## src/rtl/cpu_types_pkg.sv

```systemverilog
// rtl/cpu_types_pkg.sv - shared CPU word and opcode types
package cpu_types_pkg;

    typedef logic [31:0] word_t;

    typedef enum logic [5:0] {
        RTYPE = 6'b000000,
        J     = 6'b000010,
        JAL   = 6'b000011,
        BEQ   = 6'b000100,
        BNE   = 6'b000101,
        ADDI  = 6'b001000,
        LW    = 6'b100011,
        SW    = 6'b101011,
        HALT  = 6'b111111
    } opcode_t;

endpackage

```

## src/rtl/if_id_latch.sv

```systemverilog
// rtl/if_id_latch.sv - IF/ID pipeline register with load and bubble flush
import cpu_types_pkg::*;

module if_id_latch (
    input  logic  CLK,
    input  logic  RST,
    input  logic  load,
    input  logic  flush,
    input  word_t instr,
    input  word_t pc,
    input  word_t npc,
    output word_t instr_out,
    output word_t pc_out,
    output word_t npc_out,
    output logic  valid_out
);

    // A bubble clears only the instruction and valid bit; pc/npc keep
    // their last values so decode always sees a stable address.
    always_ff @(posedge CLK or posedge RST) begin
        if (RST) begin
            instr_out <= '0;
            pc_out    <= '0;
            npc_out   <= '0;
            valid_out <= 1'b0;
        end else if (flush) begin
            instr_out <= '0;
            valid_out <= 1'b0;
        end else if (load) begin
            instr_out <= instr;
            pc_out    <= pc;
            npc_out   <= npc;
            valid_out <= 1'b1;
        end
    end

endmodule

```

## src/rtl/fetch_stage.sv

```systemverilog
// rtl/fetch_stage.sv - instruction fetch stage: PC, halt FSM and IF/ID register
import cpu_types_pkg::*;

module fetch_stage #(
    parameter word_t RESET_PC = 32'h0000_0000
) (
    input  logic  CLK,
    input  logic  RST,
    input  logic  ihit,
    input  word_t imemload,
    input  logic  stall,
    input  logic  redirect,
    input  word_t redirect_pc,
    output logic  iREN,
    output word_t imemaddr,
    output word_t instr_out,
    output word_t pc_out,
    output word_t npc_out,
    output logic  valid_out
);

    typedef enum logic {
        FETCH,
        HALTED
    } state_t;

    state_t state, next_state;
    word_t  pc, pc_next, pc_plus4;
    logic   load, flush;

    assign pc_plus4 = pc + 32'd4;
    assign iREN     = (state == FETCH);
    assign imemaddr = pc;

    always_ff @(posedge CLK or posedge RST) begin
        if (RST) begin
            state <= FETCH;
            pc    <= RESET_PC;
        end else begin
            state <= next_state;
            pc    <= pc_next;
        end
    end

    // Redirect beats stall beats hit; a halted stage only wakes on redirect.
    always_comb begin
        next_state = state;
        pc_next    = pc;
        load       = 1'b0;
        flush      = 1'b0;
        if (redirect) begin
            pc_next    = {redirect_pc[31:2], 2'b00};
            flush      = 1'b1;
            next_state = FETCH;
        end else if (!stall) begin
            if (state == FETCH && ihit) begin
                load    = 1'b1;
                pc_next = pc_plus4;
                if (opcode_t'(imemload[31:26]) == HALT)
                    next_state = HALTED;
            end else begin
                flush = 1'b1;
            end
        end
    end

    if_id_latch u_if_id (
        .CLK       (CLK),
        .RST       (RST),
        .load      (load),
        .flush     (flush),
        .instr     (imemload),
        .pc        (pc),
        .npc       (pc_plus4),
        .instr_out (instr_out),
        .pc_out    (pc_out),
        .npc_out   (npc_out),
        .valid_out (valid_out)
    );

endmodule

```

## config.mk

```make
export PLATFORM = sky130hd
export DESIGN_NAME = fetch_stage
export DESIGN_NICKNAME = d
export VERILOG_FILES = /design/src/rtl/cpu_types_pkg.sv /design/src/rtl/if_id_latch.sv /design/src/rtl/fetch_stage.sv
export SDC_FILE = /design/constraint.sdc
export NUM_CORES = 1
export LEC_CHECK = 0
export ABC_AREA = 1
export BUFFER_PORTS_ARGS = -buffer_cell sky130_fd_sc_hd__buf_2
export CORE_MARGIN = 2
export CORE_UTILIZATION = 50
export DETAILED_ROUTE_END_ITERATION = 8
export PLACE_DENSITY = 0.8
export SYNTH_ARGS = -nofsm -noshare
export SYNTH_HDL_FRONTEND = slang
export SYNTH_SLANG_ARGS = --single-unit
```

## constraint.sdc

```tcl
create_clock -name CLK -period 4.6 [get_ports CLK]
set_input_delay 0.23 -clock CLK [delete_from_list [all_inputs] [get_ports CLK]]
set_output_delay 0.23 -clock CLK [all_outputs]
set_load 0.01 [all_outputs]
```

Word-level counts from Yosys, hierarchy flattened
Cells that the tools add are included.
Widths: inputs -> output; s select.
{"block": "word_totals", "register_bits": 130, "output_inout_bits": 130, "inputBits": 69}
{"block": "op_classes", "bitwise_logic": 2, "n_mux": 17, "n_eq_ne": 2, "n_addsub": 1, "reduce_logical": 7}
{"op": "$mux 32", "n": 5}
{"op": "$add 32x3->32 const B", "n": 1}
{"op": "$mux 1", "n": 12}
{"op": "$eq 6x6->1 const B", "n": 1}
{"op": "$reduce_bool 2->1", "n": 3}
{"op": "$reduce_and 2->1", "n": 2}
{"op": "$reduce_and 3->1", "n": 1}
{"op": "$ne 2x1->1 const B", "n": 1}
{"op": "$not 1->1", "n": 2}
{"op": "$logic_and 1x1->1", "n": 1}

Logic depth before layout (Yosys ltp)
Gate-level depths: netlist of the first run.
{"block": "logic_depth", "word_depth": 7, "mapped_depth": 9, "depth_no_buf": 9}

By module
A second synthesis of the first run with hierarchy kept.
{"block": "unflattened", "cells_unflattened": 797, "hier_area_um2": 6246.0}
{"module": "if_id_latch", "cells_per_inst": 422, "area_each_um2": 3807.4, "instances": 1, "seq_area_each_um2": 2427.3}
{"module": "fetch_stage", "cells_per_inst": 375, "area_each_um2": 2438.6, "instances": 1, "seq_area_each_um2": 775.7}

Least setup slack after synthesis of the first run
No wires, ideal clock.
{"block": "synth_path", "kind": "register to register", "start": "reg pc[2], in the netlist imemaddr[2]", "end": "reg pc[16], in the netlist imemaddr[16]", "t_required_ns": 4.474, "stages_incl_launch_ff": 9, "path_slack_ns": 3.166, "arrival_ns": 1.309, "path_buffers": 0, "period_less_slack_ns": 1.434, "path_cell_list": "dfrtp_1 > ha_1 > inv_1 > nor2_4 > nand2_1 > nor2_2 > nand2_1 > nand3_1 > nand3_1"}
{"block": "synth_via", "elab_chain_cells": 4}
{"item": "from (decl)", "line": "fetch_stage.sv:28", "text": "word_t pc, pc_next, pc_plus4;"}
{"item": "from (signal assigned)", "line": "fetch_stage.sv:41", "text": "pc <= pc_next;"}
{"item": "$add 32x3->32", "line": "fetch_stage.sv:31", "text": "assign pc_plus4 = pc + 32'd4;"}
{"item": "$mux 32", "line": "fetch_stage.sv:56", "text": "if (state == FETCH && ihit) begin"}
{"item": "$mux 32", "line": "fetch_stage.sv:55", "text": "end else if (!stall) begin"}
{"item": "$mux 32", "line": "fetch_stage.sv:51", "text": "if (redirect) begin"}
Every way passes these cells. The select of a mux whose other input is x is not followed.
A chain may end at the register's enable or synchronous reset.

Worst setup path in the final report of the first run
{"block": "layout_path", "start": "reg state", "end": "reg pc[4], in the netlist imemaddr[4]"}
{"block": "layout_via", "elab_chain_cells": 4}
{"item": "from (decl)", "line": "fetch_stage.sv:27", "text": "state_t state, next_state;"}
{"item": "from (signal assigned)", "line": "fetch_stage.sv:40", "text": "state <= next_state;"}
{"item": "$not 1->1", "line": "fetch_stage.sv:56"}
{"item": "$logic_and 1x1->1", "line": "fetch_stage.sv:56"}
{"item": "$reduce_bool 2->1 (no source line)"}
{"item": "$reduce_and 2->1 (no source line)"}
Every way passes these cells.

==> results of run 1 <==
==> how the worst min path moves through the flow <==
| stage | startpoint | to | slack [ns] | cells after the start |
|---|---|---|---|---|
| after floorplan | imemload[0] | u_if_id.instr_out[0] | 0.36 | 1 |
| after global placement | imemload[0] | u_if_id.instr_out[0] | 0.45 | 2 |
| after detailed placement | imemload[22] | u_if_id.instr_out[22] | 0.45 | 2 |
| after CTS | redirect_pc[21] | imemaddr[21] | 0.003 | 5 |
| after global routing | redirect_pc[25] | imemaddr[25] | 0.01 | 5 |
| final | redirect_pc[25] | imemaddr[25] | 0.02 | 5 |
==> synth_stat cells, types with 2 or more instances <==
cell / n
nand2_2: 2
nor2_1: 33
inv_2: 3
and2_1: 3
buf_4: 6
xnor2_1: 2
dfrtp_1: 124
nor2_4: 6
buf_2: 13
o21ai_0: 50
nand2_1: 233
clkbuf_1: 11
inv_1: 52
nor2_2: 7
o211ai_1: 5
a22o_1: 32
a21oi_1: 2
nand3_1: 50
==> power breakdown <==
part	internal [mW]	leakage (nW)	total (mW)	switching, mW
sequential	1.23	1.59	1.34	0.109
clock	0.882	0.299	1.38	0.500
combinational	0.229	2.27	0.552	0.323
total	2.34	4.16	3.28	0.931
==> sequential cells by signal (all words and copies together) (netlist names) <==
register and cells:
u_if_id.instr_out 32, imemaddr 30, u_if_id.npc_out 30, u_if_id.pc_out 30, state 1, u_if_id.valid_out 1
==> per-layer routing <==
metal,wire length [um],global-route usage,up-vias
met1,6854,0.3910,2568
met3,1157,0.06635,29
li1,-,-,2539
met4,304,0.1016,0
met5,0,0,-
met2,8192,0.4570,252
==> logic make-up after synthesis <==
kind of cell / Yosys count
AND/OR/NAND/NOR: 338
flip-flops: 124
AO/OA/AOI/OAI: 90
buffers and inverters: 85
XOR/XNOR: 2
adder cells (fa/ha/maj): 1
other: 1
==> through the flow <==
stage                     power, mW  hold slack, ns  setup slack (ns)  cell area [um2]  utilization
after floorplan               1.623          0.3625             1.071             5532            -
after detailed placement      1.867          0.4517             1.350             6519       0.6040
after CTS                     3.283        0.002812             1.506             7662       0.7099
after global routing          3.425         0.01361             1.206             7662       0.7099
final                         3.275         0.01580             1.482             7662       0.7099
after global placement        1.848          0.4480             1.461             6519       0.6040
==> area by class of cell <==
cell class	count	share of cell area
repair buffers	244	0.1943
flip-flops and latches	124	0.4050
inverters	55	0.02727
clock inverters	14	0.02547
well taps	140	0.02286
multi-input cells	437	0.2706
clock buffers	18	0.05454
==> worst reg2reg max path, delay by kind of cell (launching register included) <==
family,cells,cell delay [ns]
AOI/OAI and AO/OA,2,0.49
buffers and inverters,1,1.24
and+or+nand+nor,2,0.90
DFF,1,0.40
==> what timing repair did <==
| item | in CTS | in global routing |
|---|---|---|
| resized for setup | 0 | 0 |
| hold buffers | 53 | 0 |
| endpoints found under the hold margin | 128 | 0 |
==> metrics.md, run 1 <==
| Metric | Value |
|---|---|
| Final hold vios | 0 |
| Most frequent cells in the layout | nand2_1, buf_2, dfrtp_1 |
| Post-synthesis xor/xnor area fraction | 0.003177 |
| Die height | around 110 um |
| Asr flop ratio synth | 1.000 |
| Gr usage total | 0.2884 |
| Register bit total from synthesis | about 120 |
| CP max-delay cell | inv_2 |
| DR pass1 iterations | 5 |
| Placed cells | around 950 |
| Setup CP Type | register to register |
| Largest net degree at the start of global routing | just over 90 |
| Clock Latency Late Sink | 0.52 ns |
| Layout fillers | a little under 800 |
| Slew Limit Fails | 0 |
| Routed vias/inst | around 5.2 |
| Crit path arrival time | about 3.5 ns |
| Initial antenna violation count | 0 |
| P per Cell Area | between 400 and 500 nW/um2 |
| Critical path depth in cells | 5 |
| Peak Freq | 0.3208 GHz |
| RSZ-0062 raised after global routing | false |
| Largest family of logic cells by synthesized area | simple AND/OR/NAND/NOR gates |
| Main flop type after synthesis | dfrtp_1 |
| DP Wirelength | approximately 11 mm |
| Crit path largest cell delay | about 1.2 ns |
| R2R Path Start | state |
| Die Width | between 100 and 150 um |
| Max Cap Viol | 0 |
| Cell area after synthesis | ~5500 um2 |
| Critical path capture point type | register |
| Slew headroom | 0.1342 |
| Commonest non-fill, non-tap cell in the layout | nand2_1 |
| Diodes inserted | 0 |
| First-pass GRT wire length | between 20 and 30 mm |
| Final worst path period share | 0.6777 |
| P&R area growth vs syn | 38.99% |
| Crit start category | register |
| Simple-gate area share of the yosys netlist | 0.2601 |
| Compound-cell area share of the yosys netlist | 0.1060 |
| FF+latch area | about 3100 um2 |
| Worst Clk Skew | between 0.01 and 0.015 ns |
| CTS clk-pin slew, worst paths | around 0.060 ns |
| Vias in the first global route | slightly above 5000 |
| Core area | between 10000 and 15000 um2 |
| Vias | 5388 |
| Post-synth top area share | 0.5629 |
| DRC viols | 0 |
| Gpl congestion | slightly below 0.9 |
| Cells after Synth | 641 |
| Rows | 38 |
| Distinct cells, synth | 25 |
| Worst-path fanout max | 91 |
| Footprint of the multi-input gates | slightly above 2000 um2 |
| Initial DRC count | around 420 |
| Htree depth | 4 |
| Mux cell area share after synthesis | 0 |
| EDFF count, synth | 0 |
| Cells along the critical path | nor2_2, nand3_4, inv_2, o21ai_0, o211ai_1 |
| Antenna viol nets, final | 0 |
| Cell Count, Final, Fillers Out | about 1000 |
| Synth Area in Adders | 0.002270 |
| Synth Area per Inst | roughly 8.6 um2 |
| Status | finished, final reports clean |
| Final Net Count | between 900 and 1000 |
| WP buf/inv | 1 |
| DRT Wirelength | 16.51 mm |
| Final setup viols | 0 |
| CP endpoint | imemaddr[4] |
| CTS Root Cell | clkbuf_8 |
| Port Buffers | between 150 and 200 |
| Seq/Total Area, Yosys | 0.5629 |
| Synth warn | 0 |
| # clock sinks | 124 |
| CTS tree | built |
| Longest Clk Path Bufs | 2 |
| Wirelength per Cell | around 16 um |
| Slew of the pin with the lowest slew margin | ~1.3 ns |
| Reg-to-reg critical path endpoint | imemaddr[4] |
| Top post-synthesis cells by area | dfrtp_1, nand2_1, a22o_1 |
| Setup slack, reg-to-reg | roughly 1.5 ns |
| Die area | 11880 um2 |
| Setup TNS | 0 ns |
| Top delay family on crit path | buffers and inverters |
| Minimum clock period | ~3.1 ns |
| Initial core utilization | 0.5108 |
| Setup bufs post-CTS | 0 |
| Worst reg2reg path depth | 5 |
| Worst IR Drop VDD | approximately 0.00023 V |
| Hold WC Path Type | input pin to register |
| Total CTS buffers | 17 |
| Fraction of layout cells with a size suffix above 1 | 0.2735 |
| Io pins | 199 |
| Critical path required time | between 5 and 6 ns |
| Static leakage | between 4 and 5 nW |
| Total gr overflow | 0 |
| CP startpoint | state |
| Cell taking the most area after synthesis | dfrtp_1 |
(Power assumes the default switching activity.)
==> inputs of run 2 (changes only) <==
CORE_UTILIZATION = 45   (was 50)
PLACE_DENSITY = 0.76   (was 0.8)
clock period = 2.65 ns   (was 4.6 ns; I/O delays follow)
==> run 2 against run 1 <==
  * Sequential share of layout area is 0.46 points lower
  * Total power rose by 75%
  * Combinational power is 75% higher
  * Cell count increased by 1.3%
  * Wire length decreased by 2.7%
  * Highest routed layer unchanged
  * Hold slack got worse by 0.0025 ns
  * Clock power grew 77%
  * Core utilization decreased by 6.2 points
==> metrics.md, run 2 (same netlist as run 1, synthesis figures left out) <==
| Metric | Value |
|---|---|
| Most frequent cells in the layout | nand2_1, buf_2, dfrtp_1 |
| Max reg flops | 32 |
| Die area | between 10000 and 15000 um2 |
| Crit path arrival time | just over 2 ns |
| Initial core utilization | 0.4609 |
| Footprint of the multi-input gates | between 2000 and 2500 um2 |
| Static leakage | 4.197 nW |
| CTS tree | built |
| Initial antenna violation count | 0 |
| Clock Latency Late Sink | between 0.4 and 0.5 ns |
| Die height | between 100 and 150 um |
| Diodes inserted | 0 |
| Rows | 40 |
| DR pass1 iterations | 4 |
| Resize count post-CTS | 0 |
| Critical path capture point type | register |
| Final Net Count | 955 |
| Total gr overflow | 0 |
| Fraction of layout cells with a size suffix above 1 | 0.2728 |
| CTS Root Cell | clkbuf_16 |
| Largest net degree at the start of global routing | between 90 and 100 |
| Io pins | 199 |
| Core area | 11960 um2 |
| CTS clk-pin slew, worst paths | around 0.050 ns |
| Hold WS | ~0.013 ns |
| Layout fillers | slightly below 1000 |
| Port Buffers | 190 |
| Status | finished, final reports clean |
| Vias | 5202 |
| Minimum clock period | 1.739 ns |
| Crit start category | register |
| # clock sinks | 124 |
| Gpl congestion | ~0.85 |
| Htree depth | 4 |
| P per Cell Area | about 740 nW/um2 |
| Final Total Pwr | about 5.7 mW |
| FF+latch area | around 3100 um2 |
| Hold WC Path Type | input pin to register |
| Gr usage total | 0.2548 |
| First-pass GRT wire length | roughly 25 mm |
| Longest Clk Path Bufs | 2 |
| Worst IR Drop VDD | 0.0004796 V |
| Slew headroom | 0.4390 |
| P&R area growth vs syn | 40.60% |
| Setup CP Type | register to register |
| Routed vias/inst | about 5.0 |
| Wirelength per Cell | around 15 um |
| Final worst path period share | 0.6564 |
| Antenna viol nets, final | 0 |
| Die Width | about 110 um |
| Final hold vios | 0 |
| Final setup viols | 0 |
| Setup TNS | 0 ns |
| Vias in the first global route | between 4000 and 5000 |
| Max Cap Viol | 0 |
| Worst-path fanout max | 6 |
| Largest Register | u_if_id.instr_out |
| DP Wirelength | about 11 mm |
| Initial DRC count | 389 |
| Peak Freq | between 0.5 and 0.6 GHz |
| Slew of the pin with the lowest slew margin | 0.8415 ns |
| Total CTS buffers | 17 |
| Commonest non-fill, non-tap cell in the layout | nand2_1 |
| RSZ-0062 raised after global routing | false |
| Slew Limit Fails | 0 |
| Worst Clk Skew | around 0.0077 ns |
| DRT Wirelength | about 16 mm |
| Critical path required time | 2.93 ns |
| DRC viols | 0 |
run 2: cell count changes in the layout (fill, tap and decap cells not counted), sizes merged:
cell	before	now
buf	191	197
clkinvlp	1	2
clkbuf	18	26
inv	56	54
clkinv	8	1
run 2: worst paths after layout:
| path | start | end | slack [ns] | cells after the start |
|---|---|---|---|---|
| worst max-delay path | imemaddr[3] | imemaddr[16] | 0.91 | 8 |
| min in group asynchronous | RST | u_if_id.npc_out[31] | 0.38 | 3 |
| worst min-delay path | redirect_pc[22] | imemaddr[22] | 0.01 | 5 |
| worst max register to register | imemaddr[3] | imemaddr[16] | 0.91 | 8 |
| worst min register to register | u_if_id.npc_out[7] | u_if_id.npc_out[7] | 0.47 | 2 |
| max in group asynchronous | RST | u_if_id.instr_out[8] | 1.47 | 4 |
run 2: worst max-delay path, cell delays in order, from the launching register on:
cell and delay (ns):
dfrtp_1 0.43, ha_1 0.20, inv_1 0.08, nor2_4 0.19, nand2_1 0.16, nor2_2 0.21
nand2_1 0.07, nand3_1 0.15, nand3_1 0.11
run 2: metal layers:
| metal | up-vias | part of all wire | GRT usage |
|---|---|---|---|
| met1 | 2438 | 0.44 | 0.3373 |
| met3 | 33 | 0.053 | 0.05347 |
| met4 | 0 | 0.028 | 0.1098 |
| li1 | 2547 | - | - |
| met5 | - | 0 | 0 |
| met2 | 184 | 0.48 | 0.4075 |
run 2: where the power goes:
group          internal, mW  switching (mW)  leakage, nW
Sequential             2.14           0.178         1.59
Clock                  1.65           0.796        0.299
Combinational         0.406           0.561         2.31
run 2: area by class of cell:
cell class | instances | share of cell area
tap | 147 | 0.02373
timing repair buffer | 250 | 0.2011
sequential | 124 | 0.4003
multi-input combinational | 437 | 0.2675
inverter | 55 | 0.02712
clock buffer | 26 | 0.06312
clock inverter | 6 | 0.01711
run 2: metrics by stage:
stage                     setup WS, ns  area [um2]  std cells    util
final                           0.9107        7751       1045  0.6480
after global routing            0.7963        7751       1045  0.6480
after CTS                       0.9129        7751       1045  0.6480
after detailed placement        0.9631        6599        960  0.5517
after global placement           1.016        6599        960  0.5517
after floorplan                 0.9922        5535        646       -
run 2: repair_timing:
| item | in CTS | in global routing |
|---|---|---|
| endpoints found under the hold margin | 83 | 0 |
| endpoints found under the setup margin | 0 | 0 |
| buffers inserted | 0 | 0 |
| hold buffers | 53 | 0 |
==> inputs of run 3 (changes only) <==
CORE_UTILIZATION = 50   (was 45)
PLACE_DENSITY = 0.8   (was 0.76)
clock period = 1.7 ns   (was 2.65 ns; I/O delays follow)
==> run 3 against run 2 <==
  * Design area increased by 2.3%
  * Register-to-register slack got worse by 0.78 ns
  * Hold slack improved by 0.058 ns
  * Total power increased by 58%
  * Sequential share of layout area decreased by 0.87 points
  * Non-clock buffer count increased by 15
  * Combinational power increased by 62%
  * Largest cell class unchanged
==> metrics.md, run 3 (same netlist as run 1, synthesis figures left out) <==
| Metric | Value |
|---|---|
| Vias | approximately 5500 |
| Commonest non-fill, non-tap cell in the layout | nand2_1 |
| Total gr overflow | 0 |
| Reg-to-reg critical path endpoint | u_if_id.npc_out[22] |
| Slew of the pin with the lowest slew margin | ~1.4 ns |
| RSZ-0062 raised after global routing | false |
| Post-placement cell area | between 6000 and 7000 um2 |
| Crit path arrival time | 1.99 ns |
| Gpl congestion | slightly below 0.9 |
| Crit start category | register |
| Vias in the first global route | approximately 5500 |
| Static leakage | approximately 4.3 nW |
| Die Width | 109 um |
| Design Area, Final | approximately 7900 um2 |
| Critical path required time | about 2.1 ns |
| Setup slack, reg-to-reg | ~0.13 ns |
| Setup TNS | 0 ns |
| Setup CP Type | register to register |
| Slew headroom | 0.08945 |
| CP startpoint | imemaddr[17] |
| Gr usage total | 0.3016 |
| Die height | 109 um |
| Htree depth | 4 |
| Largest net degree at the start of global routing | between 60 and 70 |
| Max Used Layer | met4 |
| Most frequent cells in the layout | nand2_1, buf_2, dfrtp_1 |
| WL met1 | around 6.8 mm |
| Worst IR Drop VDD | around 0.00075 V |
| Max Cap Viol | 0 |
| Final Net Count | 970 |
| Slew Limit Fails | 0 |
| Fraction of layout cells with a size suffix above 1 | 0.2804 |
| Peak Freq | 0.6364 GHz |
| Wire length on met3 | ~1.3 mm |
| Hold WC Path Type | input pin to register |
| P per Cell Area | between 1000 and 1500 nW/um2 |
| Rows | 38 |
| Worst Clk Skew | 0.006277 ns |
| Critical path capture point type | register |
| Minimum clock period | around 1.6 ns |
| Antenna viol nets, final | 0 |
| Final setup viols | 0 |
| Status | finished, final reports clean |
| Wirelength per Cell | between 15 and 20 um |
| PnR worst setup slack | ~0.13 ns |
| Die area | ~12000 um2 |
| # clock sinks | between 100 and 150 |
| CP endpoint | u_if_id.npc_out[22] |
| Pre-CTS WS | a little over 0.09 ns |
| P&R area growth vs syn | 43.83% |
| Initial core utilization | 0.5108 |
| Met2 WL post-DR | approximately 8.4 mm |
| Io pins | slightly below 200 |
| Max reg flops | 32 |
| Clock Latency Late Sink | around 0.53 ns |
| Longest Clk Path Bufs | 2 |
| DR pass1 iterations | 8 |
| Worst reg2reg path depth | 7 |
| Initial antenna violation count | 0 |
| Routed vias/inst | 5.259 |
| Diodes inserted | 0 |
| DP Wirelength | ~11 mm |
| CTS Root Cell | clkbuf_8 |
| Util after Layout | 0.7346 |
| Final hold vios | 0 |
| First-pass GRT wire length | between 20 and 30 mm |
| R2R Path Start | imemaddr[17] |
| Initial DRC count | just under 500 |
| Port Buffers | 190 |
| DRT Wirelength | between 15 and 20 mm |
| Largest Register | u_if_id.instr_out |
| CTS tree | built |
| Worst hold start | redirect |
| Worst-path fanout max | 6 |
| Core area | roughly 11000 um2 |
| Final worst path period share | 0.9244 |
| CTS clk-pin slew, worst paths | 0.06 ns |
| Total CTS buffers | 17 |
| DRC viols | 0 |
[run 3: power by group]
part           switching (mW)  leakage, nW  internal, mW
Clock                    1.24        0.309          2.57
Combinational           0.907         2.38         0.667
Sequential              0.298         1.59          3.34
Total                    2.45         4.28          6.58
[run 3: cell type report]
type                       instances  area (um2)
clock buffer                      26       498.0
clock inverter                     6       130.1
fill                             761        2864
inverter                          55       210.2
multi-input combinational        437        2088
sequential                       124        3105
tap                              140       175.2
timing repair buffer             265        1722
[run 3: layer usage]
metal	global-route usage	up-vias
met4	0.1648	0
li1	-	2568
met2	0.4676	291
met5	0	-
met1	0.3910	2614
met3	0.07233	65
[run 3: worst max-delay path, stage by stage, from the launching register on]
cell     delay [ns]
dfrtp_1        0.45
nand2_1        0.14
nor2_1         0.25
nand2_1        0.16
nor2_4         0.18
nand3_1        0.10
nand3_1        0.12
nand2_1        0.07
[run 3: through the flow]
| step | instances | hold WS, ns | total power [mW] |
|---|---|---|---|
| after floorplan | 646 | 0.2175 | 4.392 |
| after global placement | 957 | 0.2293 | 5.043 |
| after detailed placement | 957 | 0.2352 | 5.096 |
| after CTS | 1052 | 0.05329 | 9.021 |
| after global routing | 1053 | 0.07354 | 9.432 |
| final | 1053 | 0.07147 | 9.030 |
[run 3: how the worst min path moves through the flow]
stage,end,depth (start not counted)
after floorplan,u_if_id.instr_out[0],1
after global placement,u_if_id.instr_out[10],3
after detailed placement,u_if_id.instr_out[10],3
after CTS,state,3
after global routing,state,3
final,imemaddr[2],4
[run 3: what timing repair did]
| item | 4_1_cts | 5_1_grt |
|---|---|---|
| hold buffers | 63 | 0 |
| hold endpoints to repair | 187 | 0 |
| buffers inserted | 0 | 1 |
| gates resized for setup | 0 | 6 |
| endpoints found under the setup margin | 0 | 9 |
